==> config.mk <==
export PLATFORM = sky130hd
export DESIGN_NAME = seq_magnitude_comparator_flat
export DESIGN_NICKNAME = d
export VERILOG_FILES = /design/src/rtl/seq_magnitude_comparator_pkg.sv /design/src/rtl/seq_magnitude_comparator_if.sv /design/src/rtl/seq_magnitude_comparator_digit_compare.sv /design/src/rtl/seq_magnitude_comparator.sv /design/src/flat_wrapper.sv
export SDC_FILE = /design/constraint.sdc
export NUM_CORES = 1
export LEC_CHECK = 0
export ABC_AREA = 1
export CORE_MARGIN = 3
export CORE_UTILIZATION = 40
export DETAILED_ROUTE_END_ITERATION = 8
export PLACE_DENSITY = 0.77
export RECOVER_POWER = 50
export REMOVE_ABC_BUFFERS = 1
export SYNTH_ARGS = -nofsm -noshare
export SYNTH_HDL_FRONTEND = slang
export SYNTH_SLANG_ARGS = --single-unit
==> constraint.sdc <==
create_clock -name clk -period 2 [get_ports clk]
set_input_delay 0.4 -clock clk [delete_from_list [all_inputs] [get_ports clk]]
set_output_delay 0.4 -clock clk [all_outputs]
set_load 0.03 [all_outputs]
==> src/rtl/seq_magnitude_comparator_pkg.sv <==
// Shared types and constants for the sequential magnitude comparator.
//   state_t        : controller state encoding (IDLE, COMPARE, DONE)
//   RES_GT/EQ/LT   : bit positions of the one-hot result vector
package seq_cmp_pkg;

  typedef enum logic [1:0] {
    IDLE,
    COMPARE,
    DONE
  } state_t;

  localparam int unsigned RES_GT = 2;
  localparam int unsigned RES_EQ = 1;
  localparam int unsigned RES_LT = 0;

  typedef logic [2:0] result_t;

endpackage

==> src/rtl/seq_magnitude_comparator_if.sv <==
// Handshake bundle for seq_magnitude_comparator.
//   in_valid/in_ready   : operand handshake (a, b, signed_mode)
//   out_valid/out_ready : result handshake (gt, eq, lt, one-hot)
// modport master : producer/consumer side (testbench or upstream logic)
// modport slave  : the comparator itself
interface seq_magnitude_comparator_if #(
  parameter int unsigned WIDTH = 16
);

  logic             in_valid;
  logic             in_ready;
  logic [WIDTH-1:0] a;
  logic [WIDTH-1:0] b;
  logic             signed_mode;
  logic             out_valid;
  logic             out_ready;
  logic             gt;
  logic             eq;
  logic             lt;

  modport master (
    output in_valid, a, b, signed_mode, out_ready,
    input  in_ready, out_valid, gt, eq, lt
  );

  modport slave (
    input  in_valid, a, b, signed_mode, out_ready,
    output in_ready, out_valid, gt, eq, lt
  );

endinterface

==> src/rtl/seq_magnitude_comparator_digit_compare.sv <==
// Combinational unsigned compare of one DIGIT-bit slice.
//   i_a, i_b : digit of operand A / B
//   o_gt     : i_a > i_b
//   o_lt     : i_a < i_b   (neither set means the digits are equal)
module digit_compare #(
  parameter int unsigned DIGIT = 4
) (
  input  logic [DIGIT-1:0] i_a,
  input  logic [DIGIT-1:0] i_b,
  output logic             o_gt,
  output logic             o_lt
);

  assign o_gt = (i_a > i_b);
  assign o_lt = (i_a < i_b);

endmodule

==> src/rtl/seq_magnitude_comparator.sv <==
// Multi-cycle magnitude comparator: walks operands MSB digit first, DIGIT
// bits per cycle, stopping at the first differing digit.
//   clk : rising-edge clock
//   rst : asynchronous active-high reset
//   bus : seq_magnitude_comparator_if.slave (operand and result handshakes)
module seq_magnitude_comparator
  import seq_cmp_pkg::*;
#(
  parameter int unsigned WIDTH = 16,
  parameter int unsigned DIGIT = 4
) (
  input  logic                          clk,
  input  logic                          rst,
  seq_magnitude_comparator_if.slave     bus
);

  localparam int unsigned NUM_DIGITS = WIDTH / DIGIT;
  localparam int unsigned IDX_W      = (NUM_DIGITS > 1) ? $clog2(NUM_DIGITS) : 1;

  state_t             r_state;
  logic [WIDTH-1:0]   r_a;
  logic [WIDTH-1:0]   r_b;
  logic [IDX_W-1:0]   r_idx;
  result_t            r_res;

  logic [WIDTH-1:0]   w_flip;
  logic [31:0]        w_base;
  logic [DIGIT-1:0]   w_dig_a;
  logic [DIGIT-1:0]   w_dig_b;
  logic               w_gt;
  logic               w_lt;

  // Inverting the sign bit maps two's-complement ordering onto unsigned
  // ordering, so the digit walk itself is always unsigned.
  assign w_flip  = {bus.signed_mode, {(WIDTH-1){1'b0}}};

  assign w_base  = 32'(r_idx) * DIGIT;
  assign w_dig_a = r_a[w_base +: DIGIT];
  assign w_dig_b = r_b[w_base +: DIGIT];

  digit_compare #(
    .DIGIT (DIGIT)
  ) u_digit_compare (
    .i_a  (w_dig_a),
    .i_b  (w_dig_b),
    .o_gt (w_gt),
    .o_lt (w_lt)
  );

  always_ff @(posedge clk or posedge rst) begin
    if (rst) begin
      r_state <= IDLE;
      r_a     <= '0;
      r_b     <= '0;
      r_idx   <= '0;
      r_res   <= '0;
    end else begin
      case (r_state)
        IDLE: begin
          if (bus.in_valid) begin
            r_a     <= bus.a ^ w_flip;
            r_b     <= bus.b ^ w_flip;
            r_idx   <= IDX_W'(NUM_DIGITS - 1);
            r_res   <= '0;
            r_state <= COMPARE;
          end
        end
        COMPARE: begin
          if (w_gt) begin
            r_res[RES_GT] <= 1'b1;
            r_state       <= DONE;
          end else if (w_lt) begin
            r_res[RES_LT] <= 1'b1;
            r_state       <= DONE;
          end else if (r_idx == '0) begin
            r_res[RES_EQ] <= 1'b1;
            r_state       <= DONE;
          end else begin
            r_idx <= r_idx - 1'b1;
          end
        end
        DONE: begin
          if (bus.out_ready) begin
            r_res   <= '0;
            r_state <= IDLE;
          end
        end
        default: r_state <= IDLE;
      endcase
    end
  end

  assign bus.in_ready  = (r_state == IDLE);
  assign bus.out_valid = (r_state == DONE);
  assign bus.gt        = r_res[RES_GT];
  assign bus.eq        = r_res[RES_EQ];
  assign bus.lt        = r_res[RES_LT];

endmodule

==> src/flat_wrapper.sv <==
// flat-port wrapper written by rule: the top's interface ports become plain ports
module seq_magnitude_comparator_flat import seq_cmp_pkg::*;
#(
  parameter int unsigned WIDTH = 16,
  parameter int unsigned DIGIT = 4
)
  (clk, rst, bus_in_valid, bus_a, bus_b, bus_signed_mode, bus_out_ready, bus_in_ready, bus_out_valid, bus_gt, bus_eq, bus_lt);
  seq_magnitude_comparator_if #(.WIDTH(WIDTH)) bus_i ();
  input  logic clk;
  input  logic rst;
  input wire logic [$bits(bus_i.in_valid)-1:0] bus_in_valid;
  input wire logic [$bits(bus_i.a)-1:0] bus_a;
  input wire logic [$bits(bus_i.b)-1:0] bus_b;
  input wire logic [$bits(bus_i.signed_mode)-1:0] bus_signed_mode;
  input wire logic [$bits(bus_i.out_ready)-1:0] bus_out_ready;
  output wire logic [$bits(bus_i.in_ready)-1:0] bus_in_ready;
  output wire logic [$bits(bus_i.out_valid)-1:0] bus_out_valid;
  output wire logic [$bits(bus_i.gt)-1:0] bus_gt;
  output wire logic [$bits(bus_i.eq)-1:0] bus_eq;
  output wire logic [$bits(bus_i.lt)-1:0] bus_lt;
  assign bus_i.in_valid = bus_in_valid;
  assign bus_i.a = bus_a;
  assign bus_i.b = bus_b;
  assign bus_i.signed_mode = bus_signed_mode;
  assign bus_i.out_ready = bus_out_ready;
  assign bus_in_ready = bus_i.in_ready;
  assign bus_out_valid = bus_i.out_valid;
  assign bus_gt = bus_i.gt;
  assign bus_eq = bus_i.eq;
  assign bus_lt = bus_i.lt;
  seq_magnitude_comparator #(.WIDTH(WIDTH), .DIGIT(DIGIT)) u_core (.clk(clk), .rst(rst), .bus(bus_i));
endmodule
==> out/qor.csv <==
metric,value,unit
antenna_cells,0,
worst_setup_path_end_kind,flop,
core-area,4530,µm²
ant_nets,0,
place_area,2430,µm²
avgRoutedWirePerCell,11.9,µm
status,finished clean,
numPortBuffers,41,
clk-insertion-delay-late,0.29,ns
std_cell_rows,24,
r2r_end,u_core.r_res[1]$_DFFE_PP0P_,
cts-htree-levels,2,
drtPass1Iterations,4,
mostFrequentLayoutCells,"121 x nand2_1, 38 x clkdlybuf4s50_1, 37 x dfrtp_1",
syn_area,1970,µm²
path_cells,inv_2 > buf_6 > nand2_1 > a32o_1 > ha_4 > nand2_2 > nor2_2 > inv_1 > nand2_1 > nand3_1 > nand2_1 > nand2_1,
synth_cell_types,22,
ctsHoldBuffers,0,
synthCells,248,
start_kind,flop,
drtIter0Drc,122,
crit_top_cell,nand2_1,
cpMaxStageDelayCell,dfrtp_1,
cts.clk_slew.worst_paths,0.08,ns
setup_viol,0,
fin_util,0.572,
first_global_vias,1708,
vdd_drop_max,0.576,mV
finalHoldViolCount,0,
holdPathEnd,u_core.r_res[1]$_DFFE_PP0P_,
initial_core_util,0.433,
fillers,417,
drive_gt1_frac,0.128,
fin_skew,0.00530,ns
grt_use_total,0.153,
slew_viol_final,0,
cts_made_buffers,5,
crit_arrival,2.06,ns
rrSetupSlack,0.12,ns
crit-reg2reg-launch,u_core.r_idx[0]$_DFFE_PP0P_,
fin_crit,1.88,ns
max_stage_delay,0.40,ns
wl,4.33,mm
leakage,1.31,nW
cp_max_fo,6,
vias,1712,
hold_path.startpoint,u_core.r_res[1]$_DFFE_PP0P_,
layout_commonest_cell,nand2_1,
stdcell_area,2590,µm²
reg2regPathDepth,12,
grt_max_degree,40,
fmax,0.533,GHz
fp.dieH,76.1,µm
pre_cts_ws,0.0290,ns
grt-ovfl-total,0,
clockRootBuffer,clkbuf_8,
crit_family,simple AND/OR/NAND/NOR gates,
seq_area_frac_synth,0.496,
grt_antenna_before_repair,0,
synth.avg_cell_area,7.93,µm²
ys_ff_latch,39,
hold_depth,2,
area_growth_syn_to_layout,31.9,%
rsz0062_at_grt,true,
via_per_inst,4.72,
timing.hold.ws,0.477,ns
grt_pass1_wl,7.31,mm
cts_tree,yes,
gp_congestion,0.852,
worst_slack,0.122,ns
yosys_warnings,0,
tightest_slew,0.940,ns
top_level_ports,42,
powerDensity,1580,nW/µm²
die_area,5790,µm²
die_w,76.1,µm
maxCapViolCount,0,
criticalPathCategory,reg -> reg,
required,2.18,ns
setup-tns-final,0,ns
cts.sinks,39,
clockBufferDepth,2,
crit_buf_inv,3,
nets,339,
drc_errors,0,
finalCritPeriodShare,0.939,
holdCritPathClass,reg -> reg,
slew_headroom,0.373,
dp_hpwl,2.98,mm
-- power by group --
part           total (mW)  switching (mW)  internal [mW]
Clock               0.509           0.264          0.245
Combinational        2.17            1.25          0.920
Sequential           1.42           0.256           1.16
Total                4.10            1.77           2.33
-- layout make-up --
class	instances	area, µm²	area share
multi-input combinational	186	900	0.347
timing repair inverter	1	7.51	0.00290
timing repair buffer	51	492	0.190
clock inverter	1	5.00	0.00193
inverter	13	52.6	0.0203
sequential	39	978	0.377
clock buffer	7	76.3	0.0294
tap	65	81.3	0.0314
-- worst max path at each step --
stage / from / endpoint / cells past startpoint / slack, ns
after floorplan: u_core.r_idx[0]$_DFFE_PP0P_ / u_core.r_idx[0]$_DFFE_PP0P_ / 10 / -0.06
after CTS: u_core.r_idx[0]$_DFFE_PP0P_ / u_core.r_idx[1]$_DFFE_PP0P_ / 11 / 0.001
after global routing: u_core.r_idx[0]$_DFFE_PP0P_ / u_core.r_idx[1]$_DFFE_PP0P_ / 15 / -0.06
final: u_core.r_idx[0]$_DFFE_PP0P_ / u_core.r_res[1]$_DFFE_PP0P_ / 12 / 0.12
after global placement: u_core.r_idx[1]$_DFFE_PP0P_ / u_core.r_idx[1]$_DFFE_PP0P_ / 10 / 0.09
after detailed placement: u_core.r_idx[0]$_DFFE_PP0P_ / u_core.r_idx[1]$_DFFE_PP0P_ / 11 / 0.03
-- cell families (layout without fill, tap and decap cells) --
family / count (synthesis) / count (layout) / share of synthesized area
adder cells (fa/ha/maj): 5 / 5 / 0.0318
AO/OA/AOI/OAI: 26 / 26 / 0.0783
flip-flops: 39 / 39 / 0.497
XOR/XNOR: 2 / 2 / 0.00891
AND/OR/NAND/NOR: 153 / 153 / 0.321
buffers and inverters: 23 / 73 / 0.0637
-- repair_timing --
item                       4_1_cts  5_1_grt
buffers inserted                 0        3
cloned                           0        2
resized for setup                2       17
setup endpoints to repair        2        7
-- cell usage after synthesis --
library cell,instances,share of area
nor2_4,2,0.011
ha_1,5,0.032
nor2_1,14,0.027
dfrtp_1,39,0.50
nor3_2,1,0.0051
nand2_1,123,0.23
buf_4,3,0.011
nand3b_1,2,0.0076
inv_1,11,0.021
nand2_4,1,0.0057
a32o_1,3,0.015
nand3_2,1,0.0051
nand3_1,7,0.018
o21ai_2,1,0.0045
xnor2_1,2,0.0089
o22ai_1,4,0.013
nand2_2,2,0.0064
inv_2,2,0.0038
buf_2,4,0.010
o21ai_0,13,0.033
a21oi_1,5,0.013
buf_6,3,0.017
-- flip-flops by register name, summed over array words and instances, names as in the netlist --
register,flops
u_core.r_a,16
u_core.r_b,16
u_core.r_res,3
u_core.r_idx,2
u_core.r_state,2
-- worst register-to-register path: cells and delay by family (launching register included) --
family / cells / cell delay, ns
adders and majority gates: 1 / 0.29
buffers and inverters: 3 / 0.33
AOI/OAI and AO/OA: 1 / 0.24
DFF: 1 / 0.40
and+or+nand+nor: 7 / 0.52
-- routing by layer --
layer / routed length, µm / track usage / part of all wire
met5: 0 / 0 / 0
met2: 2140 / 0.264 / 0.49
met3: 257 / 0.0437 / 0.059
met1: 1860 / 0.177 / 0.43
met4: 83 / 0.0634 / 0.019
-- metrics by stage --
stage	std cells	total power [mW]
after floorplan	238	2.70
after global placement	350	3.24
after detailed placement	350	3.30
after CTS	358	3.82
after global routing	363	4.53
final	363	4.10
Note: power is estimated with default switching activity, not from simulation.
